`src/rtl/dpll_decide_ctrl.sv`:
```
// Chronological DPLL decision/backtrack controller driving an external BCP unit.
// Define BCP_WATCHDOG_EN to add a watchdog that abandons a BCP request after TIMEOUT_CYCLES.
module dpll_decide_ctrl #(
  parameter int VAR_NUM        = 4,
  parameter int VAR_NUM_LOG    = 2,
  parameter int DEFAULT_POL    = 0,
  parameter int TIMEOUT_CYCLES = 256
) (
  input  logic               clk,
  input  logic               rst,
  input  logic               start,
  output logic               bcp_request,
  input  logic               bcp_done,
  input  logic               bcp_conflict,
  input  logic [VAR_NUM-1:0] imp_mask,
  input  logic [VAR_NUM-1:0] imp_value,
  output logic [VAR_NUM-1:0] assignment,
  output logic [VAR_NUM-1:0] free,
  output logic               busy,
  output logic               sat,
  output logic               unsat,
  output logic               bcp_timeout
);

  localparam int   LVL_W   = VAR_NUM_LOG + 1;
  localparam logic DEF_POL = 1'(DEFAULT_POL);

  if (((1 << VAR_NUM_LOG) < VAR_NUM) || (TIMEOUT_CYCLES < 1)) begin : g_param_check
    $error("dpll_decide_ctrl: VAR_NUM_LOG too small or TIMEOUT_CYCLES < 1");
  end

  typedef enum logic [2:0] {
    S_IDLE, S_REQ, S_WAIT, S_DECIDE, S_BACKTRACK, S_SAT, S_UNSAT
  } state_t;

  state_t state, state_nxt;

  logic [LVL_W-1:0]                       level;
  // Trail slot 0 is never used; decisions live in slots 1..VAR_NUM.
  logic [VAR_NUM:0][VAR_NUM_LOG-1:0]      trail_var;
  logic [VAR_NUM:0]                       trail_flip;
  logic [VAR_NUM-1:0][LVL_W-1:0]          var_level;

  logic [LVL_W-1:0]       level_inc;
  logic [VAR_NUM_LOG-1:0] dec_var;
  logic [VAR_NUM_LOG-1:0] bt_var;
  logic                   bt_flipped;

  function automatic logic [VAR_NUM_LOG-1:0] lowest_set(input logic [VAR_NUM-1:0] vec);
    lowest_set = '0;
    for (int i = VAR_NUM - 1; i >= 0; i--) begin
      if (vec[i]) lowest_set = VAR_NUM_LOG'(i);
    end
  endfunction

  assign level_inc  = level + LVL_W'(1);
  assign dec_var    = lowest_set(free);
  assign bt_var     = trail_var[level];
  assign bt_flipped = trail_flip[level];

  assign bcp_request = (state == S_REQ);
  assign sat         = (state == S_SAT);
  assign unsat       = (state == S_UNSAT);
  assign busy        = !((state == S_IDLE) || (state == S_SAT) || (state == S_UNSAT));

`ifdef BCP_WATCHDOG_EN
  localparam int                 WD_W    = $clog2(TIMEOUT_CYCLES) + 1;
  localparam logic [WD_W-1:0]    WD_LAST = WD_W'(TIMEOUT_CYCLES - 1);

  logic [WD_W-1:0] wd_cnt;
  logic            wd_fire;
  logic            timeout_q;

  // bcp_done in the limit cycle takes precedence over the watchdog.
  assign wd_fire     = (state == S_WAIT) && !bcp_done && (wd_cnt == WD_LAST);
  assign bcp_timeout = timeout_q;

  always_ff @(posedge clk) begin
    if (rst) begin
      wd_cnt    <= '0;
      timeout_q <= 1'b0;
    end else begin
      if (state == S_REQ) begin
        wd_cnt <= '0;
      end else if ((state == S_WAIT) && !bcp_done && !wd_fire) begin
        wd_cnt <= wd_cnt + WD_W'(1);
      end
      if (wd_fire) begin
        timeout_q <= 1'b1;
      end else if (start && !busy) begin
        timeout_q <= 1'b0;
      end
    end
  end
`else
  logic wd_fire;
  assign wd_fire     = 1'b0;
  assign bcp_timeout = 1'b0;
`endif

  always_ff @(posedge clk) begin
    if (rst) state <= S_IDLE;
    else     state <= state_nxt;
  end

  always_comb begin
    state_nxt = state;
    unique case (state)
      S_IDLE, S_SAT, S_UNSAT: if (start) state_nxt = S_REQ;
      S_REQ:                  state_nxt = S_WAIT;
      S_WAIT: begin
        if (bcp_done) begin
          if (bcp_conflict) state_nxt = (level == '0) ? S_UNSAT : S_BACKTRACK;
          else              state_nxt = S_DECIDE;
        end else if (wd_fire) begin
          state_nxt = S_IDLE;
        end
      end
      S_DECIDE:               state_nxt = (free == '0) ? S_SAT : S_REQ;
      S_BACKTRACK: begin
        if (!bt_flipped)                state_nxt = S_REQ;
        else if (level == LVL_W'(1))    state_nxt = S_UNSAT;
      end
      default:                state_nxt = S_IDLE;
    endcase
  end

  always_ff @(posedge clk) begin
    if (rst) begin
      assignment <= '0;
      free       <= '1;
      level      <= '0;
      trail_var  <= '0;
      trail_flip <= '0;
      var_level  <= '0;
    end else begin
      unique case (state)
        S_IDLE, S_SAT, S_UNSAT: begin
          if (start) begin
            assignment <= '0;
            free       <= '1;
            level      <= '0;
          end
        end
        S_WAIT: begin
          // Merge implications only into still-free variables.
          if (bcp_done && !bcp_conflict) begin
            for (int i = 0; i < VAR_NUM; i++) begin
              if (imp_mask[i] && free[i]) begin
                free[i]       <= 1'b0;
                assignment[i] <= imp_value[i];
                var_level[i]  <= level;
              end
            end
          end
        end
        S_DECIDE: begin
          if (free != '0) begin
            level                 <= level_inc;
            trail_var[level_inc]  <= dec_var;
            trail_flip[level_inc] <= 1'b0;
            assignment[dec_var]   <= DEF_POL;
            free[dec_var]         <= 1'b0;
            var_level[dec_var]    <= level_inc;
          end
        end
        S_BACKTRACK: begin
          for (int i = 0; i < VAR_NUM; i++) begin
            if ((var_level[i] == level) && !free[i]) begin
              free[i]       <= 1'b1;
              assignment[i] <= 1'b0;
            end
          end
          // The flip is written after the clear so it wins for the decided variable.
          if (!bt_flipped) begin
            assignment[bt_var] <= ~assignment[bt_var];
            free[bt_var]       <= 1'b0;
            trail_flip[level]  <= 1'b1;
          end else begin
            level <= level - LVL_W'(1);
          end
        end
        default: ;
      endcase
    end
  end

endmodule

```
`config.mk`:
```
export PLATFORM = sky130hd
export DESIGN_NAME = dpll_decide_ctrl
export DESIGN_NICKNAME = d
export VERILOG_FILES = /design/src/rtl/dpll_decide_ctrl.sv
export SDC_FILE = /design/constraint.sdc
export NUM_CORES = 1
export LEC_CHECK = 0
export CAP_MARGIN = 20
export CORE_MARGIN = 2
export CORE_UTILIZATION = 25
export DETAILED_ROUTE_END_ITERATION = 6
export GPL_TIMING_DRIVEN = 0
export REMOVE_ABC_BUFFERS = 1
export SLEW_MARGIN = 10
export SYNTH_ARGS = -nofsm -noshare
export SYNTH_HDL_FRONTEND = slang
export SYNTH_SLANG_ARGS = --single-unit
```
`constraint.sdc`:
```
create_clock -name clk -period 2.7 [get_ports clk]
set_input_delay 0.54 -clock clk [delete_from_list [all_inputs] [get_ports clk]]
set_output_delay 0.54 -clock clk [all_outputs]
set_load 0.01 [all_outputs]
```
==> results.toml, run 1 <==
[finish]
nets = 371
final_cell_mix = "41 x nor2_1, 36 x dfxtp_1, 25 x a21oi_1, 25 x mux2i_1, 24 x nand2_1"
num_antenna_cells = 0
drive_gt1_frac = 0.0847
final_common_cell = "nor2_1"
areaGrowthSynthToFinish_pct = 13.4
finalNonFillerCells = 494

[timing]
drv_slew = 0
fmax_mhz = 395
setup_viol = 0
worst_pin_slew_ps = 842
holdWs_ps = 471
hold_viol = 0
relSlewSlack = 0.439
fin_crit_sh = 0.938
finalCriticalPeriod_ps = 2530
rsz0062_at_grt = "no"
skew_ps = 19.9

[logic_synthesis]
ys_ff_latch = 41
synth.distinct_cells = 63
synth_area_leaders = "dfxtp_1 29%, mux2i_1 8.9%, nor2_1 5.5%"
synth_edf_count = 0
synth_top_area_share = 0.294
synthCells = 349
synth_area_leader_cell = "dfxtp_1"
async_reset_ff_frac = 0
ys_seq_area_frac = 0.294
ys.flop_type = "dfxtp_1"
synth.cell_area_mm2 = 0.00280
avgSynthCellArea_um2 = 8.01
yosysWarnings = 0

[min_path]
holdPathEnd = "trail_var[3]"
hold_start = "trail_var[3]"
holdPathStages = 2
min_path_type = "flip-flop to flip-flop"

[setup_path]
crit_required_ps = 2160
crit_chain = "nand2b_4 > nand2_1 > o21bai_1 > inv_1 > clkdlybuf4s50_1"
critPathLaunch = "state[0]"
crit_path_end_kind = "output pin"
crit_fanout = 30
regToRegEndpoint = "assignment[3]"
r2r-start = "level[0]"
r2r_slack_ps = 310
max_stage_delay_ps = 550
cp_data_arrival_time_ps = 1990
reg2reg_depth = 6
crit_type = "flip-flop to output pin"
startpoint_type = "flip-flop"
cp_slowest_cell = "dfxtp_4"

[routing]
drt-initial-drc-count = 177
drt_pre_antenna_iters = 4
wirelength_mm = 7.56
route.antenna.remaining_nets = 0
via_per_inst = 5.14
num_vias = 2540
wl_per_cell_um = 15.3
drc = 0

[placement]
io_buffers = 24
hpwlAfterDp_mm = 5.33
place.gp.congestion = 0.865
dp_cells = 487

[global_route]
gr-total-overflow = 0
grt_max_degree = 44
grt_pass1_wl_mm = 12.5
grt_usage = 0.132
grt_pass1_vias = 2453
antenna_found_initial = 0

[pwr]
peakVddDrop_v = 0.000237
p_leak_uw = 0.00112
powerDensity_mw_per_mm2 = 562

[clock_tree]
cts.sinks = 41
hold_buffers = 0
clk_pin_slew_worst_paths_ps = 70
clockRootBuffer = "clkbuf_8"
clk_path_buf_depth = 2
insertion_delay_ps = 300
cts_setup_buffers = 0
cts_tree = "built"
cts_max_level = 2
numCtsBuffers = 5

[floorplan]
die_h_um = 110
dieArea_mm2 = 0.0120
start_util = 0.257
fp.dieW_um = 110
core_area_mm2 = 0.0109
ioPinCount = 26
core.rowCount = 38

[status]
outcome = "finished clean"

[job]
cap_violations = 0
how the worst max path moves through the flow:
stage | endpoint | depth (start not counted)
floorplan | assignment[2] | 6
global placement | assignment[3] | 4
detailed placement | assignment[2] | 6
CTS | busy | 5
global route | busy | 5
finish | busy | 5
synthesized netlist by cell type, types with 2 or more instances:
library cell / count
nor2_1: 41
mux2_2: 4
a21oi_1: 25
buf_6: 2
nand2b_1: 8
nor4_2: 2
inv_1: 10
dfxtp_1: 41
o211ai_1: 5
nand3_1: 12
o21a_1: 2
nor3_1: 9
o21bai_1: 3
a21o_1: 3
or4_4: 2
buf_4: 4
o22ai_1: 3
clkbuf_1: 13
ha_1: 4
nor4_1: 3
a31oi_1: 5
a211o_1: 3
mux2i_1: 25
o32ai_1: 2
o21ai_0: 15
or3_1: 2
o32a_1: 3
a211oi_1: 4
o31ai_1: 2
a32o_1: 3
nand2_1: 24
a32oi_1: 2
and2_1: 5
nor2b_1: 6
xnor2_1: 14
buf_2: 6
nand3b_1: 2
nor3b_1: 3
and3b_1: 3
what timing repair did:
item	4_1_cts	5_1_grt
gates resized for setup	5	3
endpoints found under the setup margin	3	3
endpoints found under the hold margin	0	0
pin swaps	0	0
power breakdown:
part / leakage [µW] / internal, µW / switching [µW]
sequential: 0.000334 / 642 / 130
clock: 0.0000443 / 203 / 211
combinational: 0.000739 / 271 / 326
state kept, by name, summed over array words and instances (netlist names):
| register | flops |
|---|---|
| state | 3 |
| level | 3 |
| var_level | 12 |
| free | 4 |
| assignment | 4 |
| trail_flip | 5 |
| trail_var | 10 |
per-stage QoR:
| stage | setup WS [ps] | instance area, µm² | setup TNS (ps) | utilization | total power (µW) |
|---|---|---|---|---|---|
| 2_1_floorplan | 388 | 2660 | 0 | - | 1150 |
| 3_3_place_gp | -507 | 3080 | -2310 | 0.283 | 1360 |
| 3_5_place_dp | -84.8 | 3070 | -213 | 0.282 | 1360 |
| 4_1_cts | 88.4 | 3170 | 0 | 0.291 | 1780 |
| 5_1_grt | 25.7 | 3170 | 0 | 0.291 | 1890 |
| 6_report | 168 | 3170 | 0 | 0.291 | 1780 |
per-layer routing:
metal  wire (µm)  global-route usage  up-vias
li1            -                   -     1254
met1        3580               0.179     1207
met2        3500               0.215       73
met3         406              0.0255        6
met4          71              0.0335        0
met5           0                   0        -
cell type report:
cell class	count	area, µm²
inverter	10	37.5
timing repair buffer	24	235
fill	1158	7720
clock buffer	7	86.3
sequential	41	832
tap	140	175
multi-input combinational	272	1810
worst max-delay path: cells and delay by family (launching register included):
| family | cells | cell delay (ps) |
|---|---|---|
| DFF | 1 | 550 |
| buffers and inverters | 2 | 550 |
| AOI/OAI and AO/OA | 1 | 320 |
| and+or+nand+nor | 2 | 280 |
kinds of logic (layout without fill, tap and decap cells):
family	Yosys count	count (layout)	share of synthesized area
xor+xnor	15	15	0.0470
simple gates	131	131	0.246
other cells	1	1	0.00134
buf+inv	36	41	0.0617
flops	41	41	0.294
compound gates	91	91	0.223
fa+ha+maj	4	4	0.0179
mux	30	30	0.110
Note: power is estimated with default switching activity, not from simulation.
==> run 2: changes to the inputs <==
CORE_UTILIZATION = 55   (was 25)
PLACE_DENSITY = 0.75   (was default)
==> results.toml, run 2 (same netlist as run 1, synthesis figures left out) <==
[status]
outcome = "finished clean"

[clock_tree]
hold_buffers = 0
cts_repair_resize_count = 4
insertion_delay_ps = 300
cts_tree = "built"
clk_pin_slew_worst_paths_ps = 80
cts.sinks = 41
numCtsBuffers = 5
clk_path_buf_depth = 2
cts_max_level = 2
cts_setup_buffers = 0
clockRootBuffer = "clkbuf_8"

[setup_path]
regToRegEndpoint = "level[2]"
crit_path_end_kind = "output pin"
startpoint_type = "flip-flop"
crit_type = "flip-flop to output pin"
crit_family = "buffers and inverters"
cp_data_arrival_time_ps = 2000
cp_slowest_cell = "clkdlybuf4s50_1"
path_buf_inv = 2
crit_required_ps = 2160
critPathLaunch = "state[1]"
reg2reg_depth = 6
crit_chain = "nor2b_1 > and2_1 > o21bai_1 > inv_1 > clkdlybuf4s50_1"
r2r_slack_ps = 290
r2r-start = "level[2]"
crit_fanout = 19
max_stage_delay_ps = 480

[routing]
wirelength_mm = 6.90
drc = 0
route.antenna.remaining_nets = 0
via_per_inst = 6.04
drt_pre_antenna_iters = 5
drt-initial-drc-count = 255
wl_per_cell_um = 16.4
num_vias = 2550

[floorplan]
core.rowCount = 25
dieArea_mm2 = 0.00567
start_util = 0.581
fp.dieW_um = 75.3
die_h_um = 75.3
core_area_mm2 = 0.00482
ioPinCount = 26

[pwr]
powerDensity_mw_per_mm2 = 573
p_leak_uw = 0.00112
power_uw = 1760
switching_share = 0.381
p_int_uw = 1090
power_frac_comb = 0.336
peakVddDrop_v = 0.000291
clockPowerShare = 0.230
seqPwrFrac = 0.433
p_switching_uw = 671

[timing]
finalCriticalPeriod_ps = 2540
skew_ps = 8.46
drv_slew = 0
relSlewSlack = 0.478
worst_pin_slew_ps = 784
fmax_mhz = 393
fin_crit_sh = 0.942
setup_viol = 0
rsz0062_at_grt = "no"
fin_setup_tns_ps = 0
hold_viol = 0

[global_route]
gr-total-overflow = 0
grt_pass1_wl_mm = 11.2
grt_max_degree = 44
grt_usage = 0.256
antenna_found_initial = 0
grt_pass1_vias = 2332

[finish]
final_area_mm2 = 0.00308
reg_top3 = "var_level x12, trail_var x10, trail_flip x5"
nets = 371
final_cell_mix = "41 x nor2_1, 36 x dfxtp_1, 25 x a21oi_1, 25 x mux2i_1, 24 x nand2_1"
areaGrowthSynthToFinish_pct = 10.1
final_common_cell = "nor2_1"
finalNonFillerCells = 422
num_antenna_cells = 0
top_register = "var_level"
fillers = 469
largest_reg_flops = 12
drive_gt1_frac = 0.0873

[min_path]
hold_start = "trail_var[2]"
holdPathStages = 2
min_path_type = "flip-flop to flip-flop"
holdPathEnd = "trail_var[2]"

[placement]
io_buffers = 24
dpl_cell_area_mm2 = 0.00298
dp_cells = 414
place.gp.congestion = 0.829
hpwlAfterDp_mm = 4.95

[job]
cap_violations = 0
-- run 2: layout make-up --
class,instances,area (µm²),share of cell area
Multi-Input combinational cell,272,1800,0.586
Inverter,10,37.5,0.0122
Tap cell,67,83.8,0.0272
Clock buffer,5,68.8,0.0224
Timing Repair Buffer,24,235,0.0764
Clock inverter,3,17.5,0.00569
Sequential cell,41,832,0.270
-- run 2: how the worst max path moves through the flow --
stage	slack [ps]	depth (start not counted)	to
2_1_floorplan	390	6	assignment[2]
3_3_place_gp	-450	4	assignment[3]
3_5_place_dp	-120	6	assignment[2]
4_1_cts	50	5	busy
5_1_grt	30	6	level[2]
6_report	160	5	busy
-- run 2: stage by stage --
step / hold slack (ps) / setup WS [ps] / utilization
2_1_floorplan: 428 / 388 / -
5_1_grt: 499 / 29.3 / 0.639
6_report: 472 / 158 / 0.639
3_3_place_gp: 444 / -448 / 0.620
3_5_place_dp: 462 / -120 / 0.619
4_1_cts: 474 / 54.0 / 0.638
-- run 2: worst reg2reg max path: stages, from the launching register on --
cell,delay (ps)
dfxtp_1,770
inv_1,240
a21oi_1,240
o21ai_1,220
a221oi_2,530
o21ai_0,180
a21oi_1,150
-- run 2: power by group through the flow --
stage          clock, µW  combinational (µW)  sequential (µW)
2_1_floorplan          0                 402              744
3_3_place_gp           0                 580              769
3_5_place_dp           0                 585              770
4_1_cts              408                 589              759
5_1_grt              437                 652              774
6_report             405                 593              764
-- run 2: per-layer routing --
layer  part of all wire  GRT usage  wire length (µm)  vias to the layer above
met5                  0          0                 0                        -
met4              0.013     0.0643                93                        0
met3              0.044     0.0357               301                       12
met2               0.48      0.436              3330                       67
met1               0.46      0.343              3180                     1204
li1                   -          -                 -                     1267
==> run 3: changes to the inputs <==
GPL_ROUTABILITY_DRIVEN = 0   (was default)
SLEW_MARGIN = default   (was 10)
==> results of run 3 <==
No change in the layout: final DEF, timing and power equal those of run 2.
